===== src/rtl/butterfly_pipe.sv =====
// Three-stage pipelined radix-2 DIT butterfly: X = A + W*B, Y = A - W*B on Q(INT.FRACT) complex words.
// Stages: twiddle products -> complex product combine -> add/sub outputs, with a sticky overflow flag.
module butterfly_pipe #(
    parameter int INT_WIDTH   = 8,
    parameter int FRACT_WIDTH = 8,
    parameter int DATA_WIDTH  = INT_WIDTH + FRACT_WIDTH
) (
    input  logic                  clk,
    input  logic                  rst,
    input  logic                  in_valid,
    output logic                  in_ready,
    input  logic [DATA_WIDTH-1:0] a_re,
    input  logic [DATA_WIDTH-1:0] a_im,
    input  logic [DATA_WIDTH-1:0] b_re,
    input  logic [DATA_WIDTH-1:0] b_im,
    input  logic [DATA_WIDTH-1:0] w_re,
    input  logic [DATA_WIDTH-1:0] w_im,
    output logic                  out_valid,
    input  logic                  out_ready,
    output logic [DATA_WIDTH-1:0] x_re,
    output logic [DATA_WIDTH-1:0] x_im,
    output logic [DATA_WIDTH-1:0] y_re,
    output logic [DATA_WIDTH-1:0] y_im,
    input  logic                  ovf_clr,
    output logic                  ovf_sticky
);
    localparam int DW = DATA_WIDTH;
    localparam int PW = 2 * DW;

    // Sign-magnitude multiply; slicing the signed product floors toward -inf.
    function automatic logic [DW-1:0] fx_mul(input logic [DW-1:0] x, input logic [DW-1:0] y);
        logic [DW-1:0] mx;
        logic [DW-1:0] my;
        logic [PW-1:0] mag;
        logic [PW-1:0] prod;
        logic          neg;
        mx   = x[DW-1] ? -x : x;
        my   = y[DW-1] ? -y : y;
        mag  = PW'(mx) * PW'(my);
        neg  = x[DW-1] ^ y[DW-1];
        prod = neg ? -mag : mag;
        return prod[FRACT_WIDTH +: DW];
    endfunction

    function automatic logic add_ovf(input logic [DW-1:0] a, input logic [DW-1:0] b,
                                     input logic [DW-1:0] s);
        return (a[DW-1] == b[DW-1]) && (s[DW-1] != a[DW-1]);
    endfunction

    function automatic logic sub_ovf(input logic [DW-1:0] a, input logic [DW-1:0] b,
                                     input logic [DW-1:0] d);
        return (a[DW-1] != b[DW-1]) && (d[DW-1] != a[DW-1]);
    endfunction

    logic          ce;
    logic          v1_reg, v2_reg, v3_reg;
    logic [DW-1:0] a_in    [2];
    logic [DW-1:0] a1_reg  [2];
    logic [DW-1:0] a2_reg  [2];
    logic [DW-1:0] p_rr_next, p_ii_next, p_ri_next, p_ir_next;
    logic [DW-1:0] p_rr_reg, p_ii_reg, p_ri_reg, p_ir_reg;
    logic [DW-1:0] wb_next [2];
    logic [DW-1:0] wb_reg  [2];
    logic [DW-1:0] x_next  [2];
    logic [DW-1:0] y_next  [2];
    logic [DW-1:0] x_reg   [2];
    logic [DW-1:0] y_reg   [2];
    logic [1:0]    ovf2;
    logic [1:0]    ovf3;
    logic          ovf_set;
    logic          ovf_reg;

    // A single global enable: every stage, including empty ones, moves only when the output can drain.
    assign ce       = ~v3_reg | out_ready;
    assign in_ready = ce;

    assign a_in[0] = a_re;
    assign a_in[1] = a_im;

    assign p_rr_next = fx_mul(w_re, b_re);
    assign p_ii_next = fx_mul(w_im, b_im);
    assign p_ri_next = fx_mul(w_re, b_im);
    assign p_ir_next = fx_mul(w_im, b_re);

    assign wb_next[0] = p_rr_reg - p_ii_reg;
    assign wb_next[1] = p_ri_reg + p_ir_reg;
    assign ovf2[0]    = sub_ovf(p_rr_reg, p_ii_reg, wb_next[0]);
    assign ovf2[1]    = add_ovf(p_ri_reg, p_ir_reg, wb_next[1]);

    generate
        for (genvar gi = 0; gi < 2; gi++) begin : g_addsub
            assign x_next[gi] = a2_reg[gi] + wb_reg[gi];
            assign y_next[gi] = a2_reg[gi] - wb_reg[gi];
            assign ovf3[gi]   = add_ovf(a2_reg[gi], wb_reg[gi], x_next[gi])
                              | sub_ovf(a2_reg[gi], wb_reg[gi], y_next[gi]);
        end
    endgenerate

    // Only real items flag overflow; bubbles moving through a stage are ignored.
    assign ovf_set = ce & ((v1_reg & (|ovf2)) | (v2_reg & (|ovf3)));

    always_ff @(posedge clk) begin
        if (rst) begin
            v1_reg  <= 1'b0;
            v2_reg  <= 1'b0;
            v3_reg  <= 1'b0;
            ovf_reg <= 1'b0;
            for (int i = 0; i < 2; i++) begin
                x_reg[i] <= '0;
                y_reg[i] <= '0;
            end
        end else begin
            if (ce) begin
                v1_reg <= in_valid;
                v2_reg <= v1_reg;
                v3_reg <= v2_reg;
            end
            if (ce && v2_reg) begin
                for (int i = 0; i < 2; i++) begin
                    x_reg[i] <= x_next[i];
                    y_reg[i] <= y_next[i];
                end
            end
            if (ovf_set) begin
                ovf_reg <= 1'b1;
            end else if (ovf_clr) begin
                ovf_reg <= 1'b0;
            end
        end
    end

    // Datapath registers need no reset: their contents are qualified by the valid bits.
    always_ff @(posedge clk) begin
        if (ce && in_valid) begin
            p_rr_reg <= p_rr_next;
            p_ii_reg <= p_ii_next;
            p_ri_reg <= p_ri_next;
            p_ir_reg <= p_ir_next;
            for (int i = 0; i < 2; i++) begin
                a1_reg[i] <= a_in[i];
            end
        end
        if (ce && v1_reg) begin
            for (int i = 0; i < 2; i++) begin
                wb_reg[i] <= wb_next[i];
                a2_reg[i] <= a1_reg[i];
            end
        end
    end

    assign out_valid  = v3_reg;
    assign x_re       = x_reg[0];
    assign x_im       = x_reg[1];
    assign y_re       = y_reg[0];
    assign y_im       = y_reg[1];
    assign ovf_sticky = ovf_reg;

endmodule

===== config.mk =====
export PLATFORM = sky130hd
export DESIGN_NAME = butterfly_pipe
export DESIGN_NICKNAME = d
export VERILOG_FILES = /design/src/rtl/butterfly_pipe.sv
export SDC_FILE = /design/constraint.sdc
export NUM_CORES = 2
export LEC_CHECK = 0
export CORE_MARGIN = 2
export CORE_UTILIZATION = 45
export CTS_BUF_LIST = sky130_fd_sc_hd__clkbuf_4
export DETAILED_ROUTE_END_ITERATION = 7
export PLACE_DENSITY = 0.7
export SLEW_MARGIN = 20
export SYNTH_ARGS = -nofsm -noshare
export SYNTH_HDL_FRONTEND = slang
export SYNTH_SLANG_ARGS = --single-unit

===== constraint.sdc =====
create_clock -name clk -period 21.7 [get_ports clk]
set_input_delay 6.51 -clock clk [delete_from_list [all_inputs] [get_ports clk]]
set_output_delay 6.51 -clock clk [all_outputs]
set_load 0.005 [all_outputs]

==> results.py <==
metrics = {
    "sta": {
        "tightestPinTransition_ns": 1.26,
        "hold_viol": 0,
        "fin_tns_setup_ns": 0,
        "period_needed_ns": 15.70,
        "rsz0062_at_grt": "false",
        "fmax_mhz": 63.7,
        "slew_viol_final": 0,
        "setup_violations": 0,
        "period_share_pct": 72.3,
        "finalClockSkew_ns": 0.0477,
        "relSlewSlack_pct": 15.7,
    },
    "floorplanning": {
        "io_pins": 168,
        "rows": 111,
        "die_h_um": 308,
        "start_util_pct": 45.4,
        "die_w_um": 308,
        "core_area_um2": 91500,
        "dieArea_um2": 94800,
    },
    "clock_network": {
        "cts_tree": "yes",
        "clk_latency_ns": 0.69,
        "cts_sinks": 226,
        "cts_buffers": 51,
        "postCtsSetupBuffers": 0,
        "ctsHoldBuffers": 0,
        "root_buffer": "clkbuf_4",
        "cts_max_path_buffers": 3,
        "clkTransAtPathRegs_ns": 0.07,
        "htreeDepth": 2,
        "cts_resized": 0,
    },
    "route": {
        "drcViolationCount": 0,
        "route.vias.total": 32500,
        "viasPerCell": 5.38,
        "wl_um": 114000,
        "drt_iter0_markers": 2487,
        "drtAntennaViolNets": 0,
        "wl_per_cell_um": 18.9,
        "first_pass_iters": 6,
    },
    "hold_path": {
        "hold_path_class": "register to register",
        "whs_path_depth": 0,
    },
    "synth": {
        "syn-mean-instance-area_um2": 8.95,
        "yosysSeqAreaShare_pct": 16.2,
        "synth_xor_area_share_pct": 7.70,
        "syn_nets": 5793,
        "ys_seq_elements": 226,
        "synth_top_family_by_area": "adder cells",
        "synth_simple_gate_area_share_pct": 14.3,
        "synth_edf_count": 222,
        "yosys_warnings": 0,
        "syn-instance-count": 4644,
        "syn_area_um2": 41500,
        "async_reset_ff_share_pct": 0,
        "yosysUniqueCellTypes": 84,
        "synth_compound_area_share_pct": 7.85,
        "ys.flop_type": "edfxtp_1",
        "muxShareOfSynthArea_pct": 0.0783,
        "synth-adder-area-share_pct": 43.8,
    },
    "setup_path": {
        "reg2reg_depth": 12,
        "arrival_ns": 16.13,
        "cp_max_fo": 24,
        "crit_path_end_kind": "register",
        "required_ns": 22.13,
        "cp-start-kind": "primary input",
        "crit_type": "primary input to register",
    },
    "global_route": {
        "grt_pass1_vias": 33200,
        "grt_antenna_before_repair": 2,
        "grt_usage_pct": 24.5,
        "grt_max_degree": 85,
        "overflow": 0,
        "grt_pass1_wl_um": 180000,
    },
    "job": {
        "cap_violations": 0,
    },
    "place": {
        "port_buffers": 167,
        "gp_congestion": 0.938,
        "dp_hpwl_um": 91800,
    },
    "layout": {
        "n_fill_cell": 8454,
        "fin_nets": 5963,
        "area_delta_synth_final_pct": 10.5,
        "layout-drive-gt1-share_pct": 5.26,
    },
    "run_status": {
        "status": "complete, no violations",
    },
}
synthesized netlist by cell type (13+ instances only):
master    number  area share [%]
a31oi_1       13            0.20
a211oi_1      20            0.36
o21bai_1      16            0.29
nor2_1       593             5.4
fa_1         678              33
xnor2_1      250             5.3
o21a_1        27            0.49
o21ai_0      115             1.4
xor2_1       110             2.3
a21o_1        40            0.72
a21oi_1      108             1.3
or3_1         16            0.24
ha_1         370              11
nand2_1      558             5.0
clkbuf_1     154             1.4
nor3_1        59            0.71
and2_1        14            0.21
edfxtp_1     222              16
inv_1        948             8.6
nor2b_1       26            0.39
nand3_1       26            0.31
o31ai_1       29            0.52
nand2b_1      38            0.57
layer usage:
metal  global-route usage (%)  up-vias  part of all wire, %
li1                         -    14800                    -
met1                     31.7    15900                   40
met2                     40.1     1521                   46
met3                     4.98      288                  9.8
met4                     10.2        0                  4.7
met5                        0        -                    0
per-stage QoR:
step                worst slack [ns]  instance area, um2  util, %  cells  hold slack, ns
floorplan                       6.67               41500        -   4644           0.400
global placement                5.64               45200     49.4   5947           0.403
detailed placement              5.47               45200     49.4   5947           0.405
CTS                             6.24               45900     50.1   6037           0.395
global route                    5.63               45900     50.1   6038           0.396
finish                          6.00               45900     50.1   6039           0.396
final timing paths:
kind | start | end | slack, ns
setup reg to reg | wb_reg[0][17] | y_reg[0][31] | 18.38
hold reg to reg | a1_reg[0][31] | a2_reg[0][31] | 0.40
setup / recovery | w_re[0] | p_rr_reg[15] | 6.00
hold / removal | a1_reg[0][31] | a2_reg[0][31] | 0.40
critical path, stage by stage:
cell	delay [ns]
clkdlybuf4s50_1	0.81
inv_1	0.95
ha_1	0.38
a21boi_0	0.21
xnor2_1	0.98
nor2_1	0.15
fa_1	0.55
inv_1	0.05
fa_1	0.46
fa_1	0.50
fa_1	0.55
inv_1	0.05
fa_1	0.47
inv_1	0.05
fa_1	0.48
inv_1	0.04
ha_1	0.33
and2_1	0.20
a221o_1	0.31
nand2_1	0.06
o21ai_0	0.15
a311oi_1	0.65
nand4b_1	0.26
or4_1	0.59
o31ai_1	0.26
xnor2_1	0.11
cells by family (layout without fill, tap and decap cells):
| kind of cell | count (synthesis) | in the layout |
|---|---|---|
| adders and majority gates | 1048 | 1048 |
| and+or+nand+nor | 1408 | 1408 |
| other | 0 | 2 |
| xor gates and xnor gates | 362 | 362 |
| muxes | 3 | 3 |
| AOI/OAI and AO/OA | 489 | 489 |
| DFF | 226 | 226 |
| buffers and inverters | 1108 | 1315 |
layout make-up:
cell class                      instances  area (um2)  share of cell area (%)
Antenna cell                            2        5.00                  0.0109
Clock buffer                           64         480                    1.05
Clock inverter                         26         186                   0.406
Inverter                              949        3560                    7.76
Multi-Input combinational cell       3310       30900                    67.4
Sequential cell                       226        6750                    14.7
Tap cell                             1186        1480                    3.23
Timing Repair Buffer                  276        2480                    5.41
layout by cell type, fill, tap and decap left out, drive strengths merged, types with 13 or more instances in the layout:
cell,synthesis,final
nor2b,26,26
fa,678,678
nor3,59,59
o21bai,16,16
edfxtp,222,222
o41ai,13,13
o21a,27,27
nand2b,38,38
nand3,26,26
and2,14,14
o21ai,120,120
a21o,40,40
xor2,110,110
a21oi,110,110
buf,5,110
inv,948,949
xnor2,250,250
clkinv,1,23
ha,370,370
a31oi,13,13
nor2,593,593
a211oi,20,20
clkdlybuf4s50,0,166
clkbuf,154,64
or3,16,16
nand2,558,558
o31ai,29,29
Power is left out: the tool's default activity adds up to more than one toggle a clock period on the data nets, which glitch-free logic cannot reach.
